`config.mk`:
```
export PLATFORM = sky130hd
export DESIGN_NAME = shift_link_rx
export DESIGN_NICKNAME = d
export VERILOG_FILES = /design/src/rtl/shift_link_pkg.sv /design/src/rtl/link_sync_edge.sv /design/src/rtl/shift_link_rx.sv
export SDC_FILE = /design/constraint.sdc
export NUM_CORES = 1
export LEC_CHECK = 0
export ABC_CLOCK_PERIOD_IN_PS = 5900
export CAP_MARGIN = 40
export CORE_AREA = 8 8 196 105
export DETAILED_ROUTE_END_ITERATION = 6
export DIE_AREA = 0 0 204 113
export PLACE_DENSITY = 0.47
export SLEW_MARGIN = 20
export SYNTH_ARGS = -nofsm -noshare
export SYNTH_HDL_FRONTEND = slang
export SYNTH_HIERARCHICAL = 1
export SYNTH_SLANG_ARGS = --single-unit
```
`constraint.sdc`:
```
create_clock -name clk -period 5.9 [get_ports clk]
set_input_delay 1.77 -clock clk [delete_from_list [all_inputs] [get_ports clk]]
set_output_delay 1.77 -clock clk [all_outputs]
set_load 0.02 [all_outputs]
```
`src/rtl/shift_link_pkg.sv`:
```
// Shared constants and helpers for the display-link receiver.
// Word layout: upper byte selects rows (active-low), lower byte is segment data.
package shift_link_pkg;

    localparam int LINK_WIDTH = 16;
    localparam int ROWS       = 8;
    localparam int CNT_W      = 5;

    localparam int SEL_MSB = 15;
    localparam int SEL_LSB = 8;
    localparam int SEG_MSB = 7;
    localparam int SEG_LSB = 0;

    // Returns {valid, idx}: valid only when exactly one bit of sel is 0, idx is its position.
    function automatic logic [3:0] zero_index(input logic [7:0] sel);
        logic [2:0] idx;
        logic [3:0] zeros;
        idx   = 3'd0;
        zeros = 4'd0;
        for (int i = 0; i < 8; i++) begin
            if (!sel[i]) begin
                zeros = zeros + 4'd1;
                idx   = i[2:0];
            end
        end
        return {(zeros == 4'd1), idx};
    endfunction

endpackage

```
`src/rtl/link_sync_edge.sv`:
```
// Multi-stage synchronizer for one link pin plus a history flop for edge detection.
module link_sync_edge #(
    parameter int   STAGES  = 2,
    parameter logic RST_VAL = 1'b0
) (
    input  logic clk,
    input  logic rst,
    input  logic din,
    output logic level,
    output logic rise,
    output logic fall
);

    logic [STAGES-1:0] sync_q;
    logic              hist_q;

    always_ff @(posedge clk or posedge rst) begin
        if (rst) begin
            sync_q <= {STAGES{RST_VAL}};
            hist_q <= RST_VAL;
        end else begin
            sync_q <= {sync_q[STAGES-2:0], din};
            hist_q <= sync_q[STAGES-1];
        end
    end

    assign level = sync_q[STAGES-1];
    assign rise  = sync_q[STAGES-1] & ~hist_q;
    assign fall  = ~sync_q[STAGES-1] & hist_q;

endmodule

```
`src/rtl/shift_link_rx.sv`:
```
// Receive side of the 595-style display link: deserializes, latches and decodes
// each word into an 8-row segment image, all sampled in the clk domain.
module shift_link_rx
    import shift_link_pkg::*;
#(
    parameter int WIDTH       = LINK_WIDTH,
    parameter int SYNC_STAGES = 2
) (
    input  logic               clk,
    input  logic               rst,
    input  logic               sclk_in,
    input  logic               rclk_in,
    input  logic               srclr_n_in,
    input  logic               serial_in,
    output logic [WIDTH-1:0]   word,
    output logic               word_valid,
    output logic               frame_err,
    output logic [CNT_W-1:0]   bit_count,
    output logic [ROWS*8-1:0]  seg_rows,
    output logic               row_err
);

    localparam logic [CNT_W-1:0] CNT_ONE   = 1;
    localparam logic [CNT_W-1:0] CNT_MAX   = '1;
    localparam logic [CNT_W:0]   WIDTH_CNT = (CNT_W+1)'(WIDTH);

    logic sclk_lvl, sclk_rise, sclk_fall;
    logic rclk_lvl, rclk_rise, rclk_fall;
    logic srclr_lvl, srclr_rise, srclr_fall;
    logic serial_lvl, serial_rise, serial_fall;

    link_sync_edge #(.STAGES(SYNC_STAGES), .RST_VAL(1'b0)) u_sync_sclk (
        .clk(clk), .rst(rst), .din(sclk_in),
        .level(sclk_lvl), .rise(sclk_rise), .fall(sclk_fall)
    );
    link_sync_edge #(.STAGES(SYNC_STAGES), .RST_VAL(1'b0)) u_sync_rclk (
        .clk(clk), .rst(rst), .din(rclk_in),
        .level(rclk_lvl), .rise(rclk_rise), .fall(rclk_fall)
    );
    link_sync_edge #(.STAGES(SYNC_STAGES), .RST_VAL(1'b1)) u_sync_srclr (
        .clk(clk), .rst(rst), .din(srclr_n_in),
        .level(srclr_lvl), .rise(srclr_rise), .fall(srclr_fall)
    );
    // Serial data goes through the same depth so it lines up with the sclk fall.
    link_sync_edge #(.STAGES(SYNC_STAGES), .RST_VAL(1'b0)) u_sync_serial (
        .clk(clk), .rst(rst), .din(serial_in),
        .level(serial_lvl), .rise(serial_rise), .fall(serial_fall)
    );

    logic unused_edges;
    assign unused_edges = ^{sclk_lvl, sclk_rise, rclk_lvl, rclk_fall,
                            srclr_rise, srclr_fall, serial_rise, serial_fall};

    logic [WIDTH-1:0]  shreg_q, shreg_d;
    logic [CNT_W-1:0]  cnt_q, cnt_d;
    logic [WIDTH-1:0]  word_q;
    logic              word_valid_q;
    logic              frame_err_q;
    logic [ROWS*8-1:0] rows_q;
    logic              row_err_q;
    logic              short_frame;

    logic [7:0] sel, seg;
    logic [3:0] zi;

    always_comb begin
        shreg_d = shreg_q;
        cnt_d   = cnt_q;
        if (!srclr_lvl) begin
            shreg_d = '0;
            cnt_d   = '0;
        end else if (sclk_fall) begin
            shreg_d = {shreg_q[WIDTH-2:0], serial_lvl};
            cnt_d   = (cnt_q == CNT_MAX) ? cnt_q : cnt_q + CNT_ONE;
        end
        short_frame = ({1'b0, cnt_d} < WIDTH_CNT);
    end

    assign sel = word_q[SEL_MSB:SEL_LSB];
    assign seg = word_q[SEG_MSB:SEG_LSB];
    assign zi  = zero_index(sel);

    always_ff @(posedge clk or posedge rst) begin
        if (rst) begin
            shreg_q      <= '0;
            cnt_q        <= '0;
            word_q       <= '0;
            word_valid_q <= 1'b0;
            frame_err_q  <= 1'b0;
            rows_q       <= '0;
            row_err_q    <= 1'b0;
        end else begin
            shreg_q      <= shreg_d;
            cnt_q        <= rclk_rise ? '0 : cnt_d;
            word_valid_q <= rclk_rise;
            frame_err_q  <= rclk_rise & short_frame;
            if (rclk_rise) begin
                word_q <= shreg_d;
            end
            row_err_q <= 1'b0;
            if (word_valid_q) begin
                if (sel == 8'h00) begin
                    rows_q <= {ROWS{seg}};
                end else if (zi[3]) begin
                    rows_q[{zi[2:0], 3'b000} +: 8] <= seg;
                end else begin
                    row_err_q <= 1'b1;
                end
            end
        end
    end

    assign word       = word_q;
    assign word_valid = word_valid_q;
    assign frame_err  = frame_err_q;
    assign bit_count  = cnt_q;
    assign seg_rows   = rows_q;
    assign row_err    = row_err_q;

endmodule

```
==> results of run 1 <==
metal layers:
metal	routed length, µm	track usage [%]	part of all wire (%)
met5	0	0	0
met4	102	3.63	0.73
met3	1080	6.02	7.7
met2	5680	16.9	40
met1	7170	17.8	51
cells in the final DEF (no fill, tap or decap), types with 6 or more instances in the layout:
cell type                           n
sky130_fd_sc_hd__clkbuf_16         17
sky130_fd_sc_hd__mux2_2            44
sky130_fd_sc_hd__a22o_1            32
sky130_fd_sc_hd__nand2b_1           7
sky130_fd_sc_hd__mux2i_1           17
sky130_fd_sc_hd__ha_1              12
sky130_fd_sc_hd__nand2_1           15
sky130_fd_sc_hd__dfrtp_1          112
sky130_fd_sc_hd__inv_1             14
sky130_fd_sc_hd__clkdlybuf4s50_1   93
sky130_fd_sc_hd__nor2b_1            8
sky130_fd_sc_hd__o21ai_0            6
sky130_fd_sc_hd__nor2_1            26
worst max-delay path by stage:
stage	from	endpoint	cells after the start
2_1_floorplan	word[8]	seg_rows[48]	25
3_3_place_gp	word[8]	seg_rows[18]	24
3_5_place_dp	word[8]	seg_rows[16]	24
4_1_cts	word[8]	seg_rows[16]	24
5_1_grt	word[9]	seg_rows[37]	25
6_report	word[8]	seg_rows[37]	25
flip-flops by register name, indices dropped and copies added (netlist names):
name and cells:
seg_rows 64, shreg_q 16, word 16, bit_count 5, u_sync_rclk/sync_q 2, u_sync_sclk/sync_q 2, u_sync_serial/sync_q 2, u_sync_srclr/sync_q 2
frame_err 1, row_err 1, u_sync_rclk/hist_q 1, u_sync_sclk/hist_q 1, word_valid 1
power by group:
part	total (µW)	switching [µW]	internal (µW)
sequential	809	12.4	796
clock	1090	411	677
combinational	102	59.7	42.3
total	2000	484	1520
per-stage QoR:
stage / setup TNS (ns) / cell area (µm²)
after global routing: -0.000862 / 6990
after CTS: 0 / 6940
after floorplan: 0 / 5120
after detailed placement: 0 / 6320
final: 0 / 6990
after global placement: 0 / 6280
worst max-delay path, delay by kind of cell, from the launching register on:
kind                     cells  cell delay [ns]
AO/OA/AOI/OAI                6             1.15
adder cells (fa/ha/maj)      6             1.72
buffers and inverters        4             0.55
flip-flops                   1             0.37
multiplexers                 2             0.62
AND/OR/NAND/NOR              7             0.97
final cells by class:
cell class	instances	area [µm²]	share of cell area, %
Sequential cell	114	2860	40.9
Clock buffer	17	425	6.09
Timing Repair Buffer	103	1020	14.7
Clock inverter	15	196	2.81
Multi-Input combinational cell	247	2120	30.4
Tap cell	240	300	4.30
Inverter	16	62.6	0.896
what timing repair did:
action | 4_1_cts | 5_1_grt
setup endpoints to repair | 0 | 56
gates resized for setup | 0 | 4
setup buffers | 0 | 2
hold buffers | 0 | 0
==> run metrics, run 1 <==
run status finished, final reports clean; worst-path fanout max 12; maximum clock frequency approximately 180 MHz; Fillers 1,681; Worst Reg-to-Reg Cells 25; count of nets left with antenna violations after detail routing 0; type of element capturing the critical path flop; final number of max-transition violations 0; global placer's final weighted congestion 0.759; total routed wirelength 14,000 µm; placement-stage worst setup slack ~0.058 ns; maxcap violations 0; Die ar. 23,100 µm²; Finished Layout Cells 752; Leakage Power 0.00320 µW; fraction of final layout cells with drive strength greater than 1 21.3%; Cell Area, Synth between 5000 and 6000 µm²; layout overhead on the synthesized area 36.4%; clock root buffer sky130_fd_sc_hd__clkbuf_16; Pwr per Cell Area 286 nW/µm²; maximum vdd ir drop between 0.15 and 0.2 mV; via-per-instance ratio ~4.7; number of detailed-routing iterations run before antenna repair 4; kind of critical path flop to flop; Iteration-0 DRC Markers ~150; die outline width 204 µm; worst relative slew slack between 40 and 50%; origin of the worst min-delay path u_sync_rclk/sync_q[0]; instance count along the most critical hold path 0; number of hold violations in the final report 0; number of sinks driven by the clock tree 114; Final setup viols 0; # port buffers 93; TritonCTS clock tree built; Post-route DRC 0; Worst Hold Class flop to flop; vertical die dimension 113 µm; synthesized netlist net count 417; total power of the final layout about 2000 µW; clk_lat worst skew 0.42 ns; antenna violations before repair 0; Yosys warning count 6; wire length of the first global-routing pass 22,600 µm; type of element launching the critical path flop; clock input transition at the sequential cells of the worst setup and hold paths 0.06 ns; Util after Layout a little under 40%; worst flop-to-flop path endpoint seg_rows[37]; Overflow after GRT 0; worst-case clock skew 0.0100 ns; count of antenna diodes in the layout 0; Mapped Avg Cell Area between 10 and 15 µm²; CP Data Required Time 6.20 ns; Reg2Reg Setup Slack 0.37 ns; routed length per placed instance 18.7 µm; delay of the slowest cell on the worst path about 0.37 ns; level count of the clock H-tree 4; pin slew with the least headroom to its limit 0.769 ns; site row count 35; final period demand of the worst path 5.53 ns; arrival time worst endpoint 5.82 ns; placeable core area 17,900 µm²; final worst hold slack 0.348 ns; clock buffer count from CTS 17; slowest stage cell, crit path sky130_fd_sc_hd__dfrtp_1; Global Route Usage Sum 12.7%; detailed-route via count 3,531; via count of the first global-routing pass a little under 4,000; Clock Path Buffers 2; post-placement cell count 717; Setup WS post-layout approximately 0.37 ns; cells after synthesis 399; post-DP HPWL 9890 µm; pin count of the biggest net entering global routing 60; cell seen most often among critical-path stages sky130_fd_sc_hd__ha_1; RR Startpoint word[8]; hold endpoint u_sync_rclk/sync_q[1]; effective utilization at floorplan 28.7%; layout net count between 500 and 600; number of I/O pins 94; Final period util 93.7%
(Power assumes the default switching activity.)
==> inputs of run 2 (changes only) <==
--- a/config.mk
+++ b/config.mk
@@ -8,6 +8,7 @@
 export ABC_CLOCK_PERIOD_IN_PS = 5900
 export CAP_MARGIN = 40
 export CORE_AREA = 8 8 196 105
+export CTS_CLUSTER_DIAMETER = 150
 export DETAILED_ROUTE_END_ITERATION = 6
 export DIE_AREA = 0 0 204 113
 export PLACE_DENSITY = 0.47
==> results of run 2 <==
The final DEF is identical to that of run 1; final timing and power are the same.
==> inputs of run 3 (changes only) <==
--- a/config.mk
+++ b/config.mk
@@ -11,6 +11,7 @@
 export CTS_CLUSTER_DIAMETER = 150
 export DETAILED_ROUTE_END_ITERATION = 6
 export DIE_AREA = 0 0 204 113
+export MAX_ROUTING_LAYER = met4
 export PLACE_DENSITY = 0.47
 export SLEW_MARGIN = 20
 export SYNTH_ARGS = -nofsm -noshare
==> run metrics, run 3 (same netlist as run 1, synthesis figures left out) <==
category of cells accounting for the largest share of critical-path delay adder cells; layout overhead on the synthesized area 36.4% (unchanged); Post-route DRC 0 (unchanged); pin slew with the least headroom to its limit 0.767 ns (-0.00273 ns); commonest cells after routing, fill and taps aside sky130_fd_sc_hd__dfrtp_1, sky130_fd_sc_hd__clkdlybuf4s50_1, sky130_fd_sc_hd__mux2_2; Worst Reg-to-Reg Cells 25 (unchanged); Clock Path Buffers 2 (unchanged); Pwr per Cell Area 286 nW/µm² (about the same); Die ar. 23,100 µm² (unchanged); Iteration-0 DRC Markers 163 (+11%); Critical path buffers and inverters 4 (unchanged); final worst hold slack 0.348 ns (-0.000171 ns); final number of max-transition violations 0 (unchanged); via count of the first global-routing pass 3,830 (-0.47%); number of detailed-routing iterations run before antenna repair 4 (unchanged); number of hold violations in the final report 0 (unchanged); Largest register FFs 64 (unchanged); clock root buffer sky130_fd_sc_hd__clkbuf_16; maximum clock frequency 181 MHz (+0.12%); worst-path fanout max 12 (unchanged); Final period util 93.6% (-0.12 points); Worst Hold Class flop to flop; pin count of the biggest net entering global routing 60 (unchanged); number of sinks driven by the clock tree 114 (unchanged); cell seen most often among critical-path stages sky130_fd_sc_hd__ha_1; arrival time worst endpoint 5.82 ns (about the same); post-DP HPWL 9890 µm (unchanged); effective utilization at floorplan 28.7% (unchanged); clock buffer count from CTS 17 (unchanged); maximum vdd ir drop 0.174 mV (-0.36%); type of element capturing the critical path flop; Leakage Power 0.00320 µW (unchanged); wire length of the first global-routing pass 22,600 µm (about the same); layout net count 517 (unchanged); site row count 35 (unchanged); Util after Layout 39.1% (unchanged); placeable core area 17,900 µm² (unchanged); detailed-route via count 3,559 (+0.79%); unrepaired setup endpoints after global routing false; Overflow after GRT 0 (unchanged); kind of critical path flop to flop; Final setup viols 0 (unchanged); fraction of final layout cells with drive strength greater than 1 21.3% (unchanged); Fillers 1,681 (unchanged); Setup WS post-layout 0.379 ns (+0.00679 ns); count of antenna diodes in the layout 0 (unchanged); clk_lat worst skew 0.42 ns (about the same); type of element launching the critical path flop; run status finished, final reports clean; global placer's final weighted congestion 0.769 (+1.3%); Global Route Usage Sum 13.0% (+0.32 points); final period demand of the worst path 5.52 ns (-0.00679 ns); delay of the slowest cell on the worst path 0.37 ns (about the same); # port buffers 93 (unchanged); via-per-instance ratio 4.73 (+0.79%); most common library cell in the layout ignoring fill and taps sky130_fd_sc_hd__dfrtp_1; die outline width 204 µm (unchanged); worst relative slew slack 48.9% (+0.18 points); maxcap violations 0 (unchanged); slowest stage cell, crit path sky130_fd_sc_hd__dfrtp_1; count of nets left with antenna violations after detail routing 0 (unchanged); worst-case clock skew 0.0102 ns (+0.000184 ns); clock input transition at the sequential cells of the worst setup and hold paths 0.06 ns (about the same); number of I/O pins 94 (unchanged); setup total negative slack 0 ns (unchanged); antenna violations before repair 0 (unchanged); CP Data Required Time 6.20 ns (about the same); instance count along the most critical hold path 0 (unchanged); vertical die dimension 113 µm (unchanged); total routed wirelength 14,000 µm (-0.32%); TritonCTS clock tree built; routed length per placed instance 18.6 µm (-0.32%); cell count along the critical path 25 (unchanged); level count of the clock H-tree 4 (unchanged); placement-stage worst setup slack 0.0583 ns (unchanged)
-- run 3: cell counts in the layout (fill, tap and decap cells not counted) --
Identical to the previous run, type by type.
-- run 3: metrics by stage --
step                      total power [µW]  instances  instance area [µm²]
after detailed placement               926        717                 6320
after global routing                  2080        752                 6990
after CTS                             2030        749                 6940
after global placement                 923        714                 6280
final                                 2000        752                 6990
after floorplan                        879        399                 5120
-- run 3: timing repair --
item | 4_1_cts | 5_1_grt
resized for setup | 0 | 4
endpoints found under the setup margin | 0 | 56
setup buffers | 0 | 2
hold buffers | 0 | 0
-- run 3: layout make-up --
class	count	area (µm²)	area share, %
clock buffers	17	425	6.09
inverters	16	62.6	0.896
clock inverters	15	196	2.81
repair buffers	103	1020	14.7
flip-flops and latches	114	2860	40.9
well taps	240	300	4.30
multi-input cells	247	2120	30.4
-- run 3: path summary, 6_finish.rpt --
check	to	slack [ns]	startpoint
worst max-delay path	seg_rows[37]	0.38	word[8]
min in group asynchronous	u_sync_serial/sync_q[1]	1.69	rst
worst max register to register	seg_rows[37]	0.38	word[8]
worst min-delay path	u_sync_rclk/sync_q[1]	0.35	u_sync_rclk/sync_q[0]
max in group asynchronous	shreg_q[15]	3.47	rst
worst min register to register	u_sync_rclk/sync_q[1]	0.35	u_sync_rclk/sync_q[0]
-- run 3: power breakdown --
part	switching, µW	internal (µW)	leakage (µW)
sequential	12.5	796	0.00156
combinational	59.7	42.3	0.00134
clock	411	677	0.000295
-- run 3: worst reg2reg max path: cells and delay by family (launching register included) --
| family | cells | cell delay (ns) |
|---|---|---|
| buffers and inverters | 4 | 0.55 |
| AOI/OAI and AO/OA | 6 | 1.15 |
| muxes | 2 | 0.62 |
| DFF | 1 | 0.37 |
| adders and majority gates | 6 | 1.72 |
| and+or+nand+nor | 7 | 0.96 |
-- run 3: routing by layer --
metal  track usage (%)  share of wire (%)
met1              18.0                 52
met3              5.39                6.8
met5                 -                  0
met4              3.77               0.65
met2              16.9                 41
